===== config.mk =====
export PLATFORM = sky130hd
export DESIGN_NAME = multichannel_capture_buffer_flat
export DESIGN_NICKNAME = d
export VERILOG_FILES = /design/src/rtl/multichannel_capture_buffer_if.sv /design/src/rtl/multichannel_capture_buffer.sv /design/src/flat_wrapper.sv
export SDC_FILE = /design/constraint.sdc
export NUM_CORES = 1
export LEC_CHECK = 0
export CORE_MARGIN = 2
export CORE_UTILIZATION = 39
export CTS_BUF_LIST = sky130_fd_sc_hd__clkbuf_2 sky130_fd_sc_hd__clkbuf_4 sky130_fd_sc_hd__clkbuf_8
export CTS_CLUSTER_SIZE = 12
export DETAILED_ROUTE_END_ITERATION = 6
export SLEW_MARGIN = 30
export SYNTH_ARGS = -nofsm -noshare
export SYNTH_HDL_FRONTEND = slang
export SYNTH_SLANG_ARGS = --single-unit

===== constraint.sdc =====
create_clock -name clk -period 4.59 [get_ports clk]
set_clock_uncertainty 0.05 [all_clocks]
set_input_delay 0.918 -clock clk [delete_from_list [all_inputs] [get_ports clk]]
set_output_delay 0.918 -clock clk [all_outputs]
set_load 0.02 [all_outputs]

===== src/rtl/multichannel_capture_buffer_if.sv =====
// Readout stream of the capture buffer: one sample per transfer, rd_last marks the window end.
// Transfers complete on rd_valid & rd_ready; the master holds rd_data/rd_last while stalled.
interface multichannel_capture_buffer_if #(
    parameter int NUM_CHANNELS = 7
);
    logic [NUM_CHANNELS-1:0] rd_data;
    logic                    rd_valid;
    logic                    rd_ready;
    logic                    rd_last;

    modport master (
        output rd_data,
        output rd_valid,
        output rd_last,
        input  rd_ready
    );

    modport slave (
        input  rd_data,
        input  rd_valid,
        input  rd_last,
        output rd_ready
    );
endinterface


===== src/rtl/multichannel_capture_buffer.sv =====
// Multi-channel sampler: mask/value trigger with pre-trigger window, circular buffer, oldest-first readout.
// Latency: first readout sample is valid the cycle after the last post-trigger sample is written.
// Backpressure: rd_ready low stalls readout with rd_data/rd_last held; 1 sample/cycle when ready stays high.
module multichannel_capture_buffer #(
    parameter int NUM_CHANNELS = 7,
    parameter int DEPTH        = 80,
    parameter int PRE_TRIG     = 40
) (
    input  logic                          clk,
    input  logic                          reset,
    input  logic                          arm,
    input  logic                          abort,
    input  logic [NUM_CHANNELS-1:0]       din,
    input  logic [NUM_CHANNELS-1:0]       trig_mask,
    input  logic [NUM_CHANNELS-1:0]       trig_value,
    input  logic [7:0]                    sample_div,
    multichannel_capture_buffer_if.master rd,
    output logic                          busy,
    output logic                          triggered
);

    localparam int AW     = $clog2(DEPTH);
    localparam int CW     = $clog2(DEPTH) + 1;
    localparam int POST_N = DEPTH - PRE_TRIG - 1;

    typedef enum logic [2:0] {
        IDLE,
        PRE,
        WAIT_TRIG,
        POST,
        READOUT
    } state_t;

    state_t state, state_nxt;

    logic [NUM_CHANNELS-1:0] mem [DEPTH];
    logic [AW-1:0]           wr_ptr;
    logic [AW-1:0]           rd_ptr;
    logic [AW-1:0]           wr_ptr_inc;
    logic [CW-1:0]           cnt;
    logic [CW-1:0]           rd_cnt;
    logic [7:0]              div_latched;
    logic [7:0]              divider;
    logic [NUM_CHANNELS-1:0] rd_data_q;
    logic                    rd_valid_q;
    logic                    rd_last_q;
    logic                    triggered_q;

    logic capturing;
    logic strobe;
    logic trig_hit;
    logic xfer;
    logic arm_accept;
    logic enter_readout;

    function automatic logic [AW-1:0] ptr_inc(input logic [AW-1:0] p);
        return (p == AW'(DEPTH - 1)) ? '0 : p + AW'(1);
    endfunction

    assign capturing  = (state == PRE) || (state == WAIT_TRIG) || (state == POST);
    assign strobe     = capturing && (divider == 8'd0);
    assign trig_hit   = (((din ^ trig_value) & trig_mask) == '0);
    assign xfer       = rd_valid_q && rd.rd_ready;
    assign wr_ptr_inc = ptr_inc(wr_ptr);

    assign rd.rd_data  = rd_data_q;
    assign rd.rd_valid = rd_valid_q;
    assign rd.rd_last  = rd_last_q;
    assign busy        = (state != IDLE);
    assign triggered   = triggered_q;

    always_ff @(posedge clk) begin
        if (reset) begin
            state <= IDLE;
        end else begin
            state <= state_nxt;
        end
    end

    always_comb begin
        state_nxt     = state;
        arm_accept    = 1'b0;
        enter_readout = 1'b0;
        case (state)
            IDLE: begin
                if (arm) begin
                    arm_accept = 1'b1;
                    state_nxt  = (PRE_TRIG == 0) ? WAIT_TRIG : PRE;
                end
            end
            PRE: begin
                if (strobe && (cnt == CW'(PRE_TRIG - 1))) begin
                    state_nxt = WAIT_TRIG;
                end
            end
            WAIT_TRIG: begin
                if (strobe && trig_hit) begin
                    state_nxt = (POST_N == 0) ? READOUT : POST;
                end
            end
            POST: begin
                if (strobe && (cnt == CW'(POST_N - 1))) begin
                    state_nxt = READOUT;
                end
            end
            READOUT: begin
                if (xfer && rd_last_q) begin
                    state_nxt = IDLE;
                end
            end
            default: state_nxt = IDLE;
        endcase
        if (abort) begin
            state_nxt  = IDLE;
            arm_accept = 1'b0;
        end
        enter_readout = (state_nxt == READOUT) && (state != READOUT);
    end

    // Sample storage has no reset; only valid, fully-written windows are ever read out.
    always_ff @(posedge clk) begin
        if (strobe) begin
            mem[wr_ptr] <= din;
        end
    end

    always_ff @(posedge clk) begin
        if (reset) begin
            wr_ptr      <= '0;
            rd_ptr      <= '0;
            cnt         <= '0;
            rd_cnt      <= '0;
            div_latched <= '0;
            divider     <= '0;
            rd_data_q   <= '0;
            rd_valid_q  <= 1'b0;
            rd_last_q   <= 1'b0;
            triggered_q <= 1'b0;
        end else if (abort) begin
            rd_valid_q  <= 1'b0;
            rd_last_q   <= 1'b0;
            triggered_q <= 1'b0;
        end else begin
            if (arm_accept) begin
                div_latched <= sample_div;
                divider     <= '0;
                wr_ptr      <= '0;
                cnt         <= '0;
                rd_cnt      <= '0;
            end

            if (capturing) begin
                divider <= (divider == div_latched) ? 8'd0 : divider + 8'd1;
            end

            if (strobe) begin
                wr_ptr <= wr_ptr_inc;
                case (state)
                    PRE, POST: cnt <= (state_nxt != state) ? '0 : cnt + CW'(1);
                    default:   cnt <= '0;
                endcase
                if ((state == WAIT_TRIG) && trig_hit) begin
                    triggered_q <= 1'b1;
                end
            end

            // The slot after the final write is the oldest sample; prefetch it so readout starts full-rate.
            if (enter_readout) begin
                rd_data_q  <= mem[wr_ptr_inc];
                rd_ptr     <= ptr_inc(wr_ptr_inc);
                rd_cnt     <= CW'(1);
                rd_valid_q <= 1'b1;
                rd_last_q  <= 1'b0;
            end else if ((state == READOUT) && xfer) begin
                if (rd_last_q) begin
                    rd_valid_q  <= 1'b0;
                    rd_last_q   <= 1'b0;
                    triggered_q <= 1'b0;
                end else begin
                    rd_data_q <= mem[rd_ptr];
                    rd_ptr    <= ptr_inc(rd_ptr);
                    rd_cnt    <= rd_cnt + CW'(1);
                    rd_last_q <= (rd_cnt == CW'(DEPTH - 1));
                end
            end
        end
    end

endmodule


===== src/flat_wrapper.sv =====
// flat-port wrapper written by rule: the top's interface ports become plain ports
module multichannel_capture_buffer_flat 
#(
    parameter int NUM_CHANNELS = 7,
    parameter int DEPTH        = 80,
    parameter int PRE_TRIG     = 40
)
  (clk, reset, arm, abort, din, trig_mask, trig_value, sample_div, busy, triggered, rd_rd_data, rd_rd_valid, rd_rd_last, rd_rd_ready);
  multichannel_capture_buffer_if #(.NUM_CHANNELS(NUM_CHANNELS)) rd_i ();
  input  logic clk;
  input  logic reset;
  input  logic arm;
  input  logic abort;
  input  logic [NUM_CHANNELS-1:0] din;
  input  logic [NUM_CHANNELS-1:0] trig_mask;
  input  logic [NUM_CHANNELS-1:0] trig_value;
  input  logic [7:0] sample_div;
  output logic busy;
  output logic triggered;
  output wire logic [$bits(rd_i.rd_data)-1:0] rd_rd_data;
  output wire logic [$bits(rd_i.rd_valid)-1:0] rd_rd_valid;
  output wire logic [$bits(rd_i.rd_last)-1:0] rd_rd_last;
  input wire logic [$bits(rd_i.rd_ready)-1:0] rd_rd_ready;
  assign rd_rd_data = rd_i.rd_data;
  assign rd_rd_valid = rd_i.rd_valid;
  assign rd_rd_last = rd_i.rd_last;
  assign rd_i.rd_ready = rd_rd_ready;
  multichannel_capture_buffer #(.NUM_CHANNELS(NUM_CHANNELS), .DEPTH(DEPTH), .PRE_TRIG(PRE_TRIG)) u_core (.clk(clk), .reset(reset), .arm(arm), .abort(abort), .din(din), .trig_mask(trig_mask), .trig_value(trig_value), .sample_div(sample_div), .rd(rd_i), .busy(busy), .triggered(triggered));
endmodule

**Word level (Yosys, flattened, before mapping)**

Memories as Yosys holds them, arrays and structs flattened. A register that Yosys moved wholly into a read port is not among the register bits.
Index checks and enable logic that the tools add are counted.

- Register bits after elaboration: 59
- RAM bits: 560
- Input port bits: 34
- Output and inout bits: 11
- Memories kept: 1

- Add/sub/neg operators: 6
- Eq/ne operators: 15
- Mux-type cells: 44
- Bitwise gates (word level): 3
- Reduce and logical (&&, ||, !) cells: 27

Memories:

| name | depth | width | read ports | clocked after Yosys merged registers in | wr ports | line | source |
|---|---|---|---|---|---|---|---|
| u_core.mem | 80 | 7 | 2 | 1 | 1 | multichannel_capture_buffer.sv:36 | `logic [NUM_CHANNELS-1:0] mem [DEPTH];` |

Operator list:

| cell | number |
|---|---|
| 7-bit two-way mux | 13 |
| 8-bit two-way mux | 10 |
| 8-bit by 1-bit adder with 8-bit output, second input constant | 3 |
| 7-bit by 1-bit adder with 7-bit output, second input constant | 3 |
| 7-bit equality test, second input constant | 3 |
| 3-bit two-way mux | 6 |
| 8-bit by 6-bit equality test with 1-bit output, second input constant | 2 |
| 3-bit one-hot mux with 5 select lines | 1 |
| 1-bit two-way mux | 14 |
| 1-bit logical AND | 9 |
| 8-bit by 7-bit equality test with 1-bit output, second input constant | 1 |
| 8-bit equality test | 1 |
| 8-bit logical NOT | 1 |
| 2-bit AND reduction | 4 |
| 2-bit nonzero test | 4 |
| 7-bit AND | 1 |
| 7-bit logical NOT | 1 |
| 7-bit bitwise XOR | 1 |
| 3-bit by 2-bit equality test with 1-bit output, second input constant | 2 |
| 3-bit equality test, second input constant | 2 |
| 2-bit OR reduction | 2 |
| 3-bit by 1-bit equality test with 1-bit output, second input constant | 1 |
| 3-bit logical NOT | 1 |
| 3-bit inequality test | 1 |
| 7 further kinds | 8 |

**Logic depth before layout (Yosys ltp)**

- Word-level depth: 14
- Mapped depth: 15

**Least setup slack after synthesis**

No wires, ideal clock.

- Kind: register -> register
- Start point: register u_core.wr_ptr[0]
- End point: register u_core.rd_data_q[0] (netlist: u_core.rd.rd_data[0])
- Library setup time: 0.130 ns
- Data arrival time: 3.131 ns
- Required time: 4.410 ns
- Setup slack: 1.279 ns
- Stages on the path, launching flop included: 15
- Path buffers: 5
- Cells stage by stage: dfxtp_1 -> buf_2 -> inv_1 -> clkbuf_1 -> ha_1 -> clkbuf_1 -> clkinv_1 -> nor2_1 -> clkbuf_1 -> clkbuf_1 -> nand3_1 -> nand4_1 -> o211ai_1 -> nor4_1 -> o22ai_1

- Longest elaborated chain between the ends: 4

RTL lines:

| what | line | source |
|---|---|---|
| start, declared | multichannel_capture_buffer.sv:37 | `logic [AW-1:0] wr_ptr;` |
| start signal, assigned | multichannel_capture_buffer.sv:157 | `wr_ptr <= wr_ptr_inc;` |
| 7-bit by 1-bit adder with 7-bit output / 7-bit equality test (equally long branches) | multichannel_capture_buffer.sv:57 | `return (p == AW'(DEPTH - 1)) ? '0 : p + AW'(1);` |
| 7-bit two-way mux * | multichannel_capture_buffer.sv:57 |  |
| memory 80 x 7 bit * | -- |  |
| 7-bit two-way mux * | multichannel_capture_buffer.sv:168 | `if (enter_readout) begin` |
| end signal, assigned | multichannel_capture_buffer.sv:169 | `rd_data_q <= mem[wr_ptr_inc];` |
| end signal, assigned | multichannel_capture_buffer.sv:180 | `rd_data_q <= mem[rd_ptr];` |
| end, declared | multichannel_capture_buffer.sv:44 | `logic [NUM_CHANNELS-1:0] rd_data_q;` |

Every way passes the cells marked *; elsewhere a longest branch is shown, timed or not.
A chain may end at the register's enable or synchronous reset.

**Worst setup path after layout**

- Start point: register u_core.wr_ptr[1]
- End point: register u_core.rd_data_q[2] (netlist: u_core.rd.rd_data[2])

The elaborated chain is that of the path after synthesis.

==> results.yml <==
power_and_ir_drop:
  power_density_nw_per_um2: 335
  p_total_w: 0.0118
  ir_drop_mv: 0.195
  leakagePower_nw: 11.8
floorplan:
  rows: 102
  fp.dieH_microns: 284
  start_util: 0.394
  die_area_sq_um: 80400
  fp.dieW_microns: 284
  io_pins: 45
  fp.coreArea_sq_um: 77500
clock_tree:
  cts_buffers: 106
  cts_tree: "yes"
  cts_setup_buffers: 0
  h-tree-depth: 3
  cts_sinks: 626
  insertion_delay_ps: 740
  cts_resized: 0
  cts.clk_slew.worst_paths_ps: 70
  cts_buffer_depth: 3
  root_buffer: "clkbuf_8"
  hold_buffers: 0
grt:
  overflow: 0
  grt_antenna_before_repair: 4
  grt_util_all_layers: 0.264
  grt_start_max_net_pins: 81
  grt_pass1_vias: 22000
  grt_pass1_wl_microns: 155000
synth:
  yosys.area.top_type: "edfxtp_1"
  ys_ff_latch: 626
  yosysTopAreaCellShare: 0.552
  syn-mean-instance-area_sq_um: 13.7
  yosysSeqAreaShare: 0.595
  netlist_instances: 2229
  syn-cell-area_sq_um: 30500
  ys.flop_type: "edfxtp_1"
  ys.warnings.count: 0
  synth_edf_count: 560
  synth.area.top_cells: "edfxtp_1, mux4_2, dfxtp_1, nand2_1, mux2i_1"
  postSynth.asyncResetShare: 0
  synth_nets: 2271
  synth_cell_type_count: 74
detailed_routing:
  antenna_left: 0
  routedWlPerCell_microns: 30.5
  route.detailed.drc: 0
  routed-via-count: 22700
  drtIter0Drc: 3463
  firstDrtPassIters: 6
  routed_wirelength_microns: 108000
  vias_per_cell: 6.42
setup_path:
  cp-end-kind: "flip-flop"
  arrival_ps: 4520
  slowest_stage: "a21oi_4"
  cp_max_fo: 36
  start_kind: "flip-flop"
  cp_cell_sequence: "ha_1 -> and4b_1 -> a21oi_4 -> buf_12 -> mux2i_1 -> a32oi_1 -> a31oi_1 -> o21ai_0 -> a2111oi_0 -> o41ai_1"
  crit_type: "reg -> reg"
  r2r_slack_ps: 600
  max_stage_delay_ps: 770
  crit_required_ps: 5120
place:
  port-buffer-count: 44
  dpl.hpwl_microns: 71400
  finalWeightedCongestion: 0.982
finish:
  area_delta_synth_final_pct: 15.2
  nets: 2442
  final_util: 0.454
  fillers: 6900
  drive_gt1_frac: 0.233
sta:
  rsz0062_at_grt: "no"
  drv_slew: 0
  fin_crit_ps: 3990
  final_hold_viol_count: 0
  finalSetupViolCount: 0
  finalSetupTns_ps: 0
  fin_crit_sh: 0.870
  max_freq_mhz: 250
  worst_pin_slew_ps: 959
  slew_headroom: 0.361
status:
  status: "completed"
worst_hold_path:
  hp-class: "reg -> reg"
flow_run:
  maxCapViolCount: 0
[metrics by stage]
stage / cell area [sq um] / setup slack [ps] / hold slack [ps] / cells
detailed placement: 33000 / 754 / 412 / 3332
global route: 35100 / 468 / 439 / 3528
CTS: 35100 / 758 / 423 / 3528
global placement: 33000 / 777 / 408 / 3332
finish: 35100 / 596 / 422 / 3530
floorplan: 30500 / 1280 / 391 / 2229
[placed cells by master (no fill, tap or decap), types with 13 or more instances in the layout]
master           instances
a211oi_1                24
clkbuf_4                31
nor2_1                 165
a32oi_1                 25
dfxtp_1                 62
nand3_1                105
clkbuf_8               108
a311oi_1                14
nand4_1                 32
a31oi_1                 26
buf_4                  165
nand2_1                289
xnor2_1                 16
mux2_2                  15
o21ai_0                 48
a22oi_1                 37
clkinv_2                15
xor2_1                  15
mux2i_1                100
nor3_1                  36
a221oi_1                18
inv_1                   18
clkdlybuf4s50_1         36
clkinv_1                29
buf_12                  14
mux4_2                 184
o211ai_1                13
a21oi_1                 76
edfxtp_1               560
[where the power goes]
part / leakage (nW) / internal (W) / switching (W)
registers: 5.57 / 0.00621 / 0.00000656
logic: 5.08 / 0.000127 / 0.000303
clock network: 1.11 / 0.00273 / 0.00238
[flip-flops by register name, summed over array words and instances (netlist names), 7 cells and up, named ones only]
signal / cells
u_core.cnt: 8
u_core.rd_ptr: 7
u_core.wr_ptr: 7
u_core.mem: 560
u_core.rd.rd_data: 7
u_core.rd_cnt: 8
u_core.div_latched: 8
u_core.divider: 8
[worst max-delay path: cells and delay by family (launching register included)]
family / cells / cell delay [ps]
AOI/OAI and AO/OA: 6 / 2310
adders and majority gates: 1 / 240
buffers and inverters: 1 / 330
DFF: 1 / 400
muxes: 1 / 220
and+or+nand+nor: 1 / 270
[path summary, 6_finish.rpt]
check	startpoint	end	depth (start not counted)
max	u_core.wr_ptr[1]	u_core.rd.rd_data[2]	10
min	u_core.div_latched[1]	u_core.div_latched[1]	2
max reg2reg	u_core.wr_ptr[1]	u_core.rd.rd_data[2]	10
min reg2reg	u_core.div_latched[1]	u_core.div_latched[1]	2
[area by class of cell]
type                            count  area [sq um]  share of cell area
Inverter                           20          75.1             0.00214
Clock inverter                     57           405              0.0115
Antenna cell                        2          5.00            0.000142
Multi-Input combinational cell   1423         11600               0.329
Timing Repair Buffer              223          1920              0.0546
Tap cell                         1040          1300              0.0370
Clock buffer                      139          1720              0.0489
Sequential cell                   626         18100               0.516
[cell usage after synthesis, types with 37 or more instances]
| cell type | number |
|---|---|
| nand2_1 | 289 |
| a22oi_1 | 37 |
| nor3_1 | 37 |
| mux4_2 | 184 |
| nor2_1 | 170 |
| mux2i_1 | 100 |
| dfxtp_1 | 66 |
| clkbuf_1 | 89 |
| nand3_1 | 105 |
| o21ai_0 | 48 |
| edfxtp_1 | 560 |
| a21oi_1 | 76 |
[logic make-up after synthesis]
logic type               after synthesis  synth area share
adder cells (fa/ha/maj)                8           0.00328
flip-flops                           626             0.595
XOR/XNOR                              33           0.00948
multiplexers                         299             0.174
buffers and inverters                180            0.0278
AO/OA/AOI/OAI                        377            0.0872
AND/OR/NAND/NOR                      706             0.103
[metal layers]
| layer | vias up | global-route usage | routed length, microns |
|---|---|---|---|
| li1 | 9207 | - | - |
| met1 | 11500 | 0.360 | 41800 |
| met2 | 1674 | 0.390 | 47200 |
| met3 | 316 | 0.0791 | 13500 |
| met4 | 6 | 0.118 | 5130 |
| met5 | - | 0 | 48 |
(Power assumes the default switching activity.)
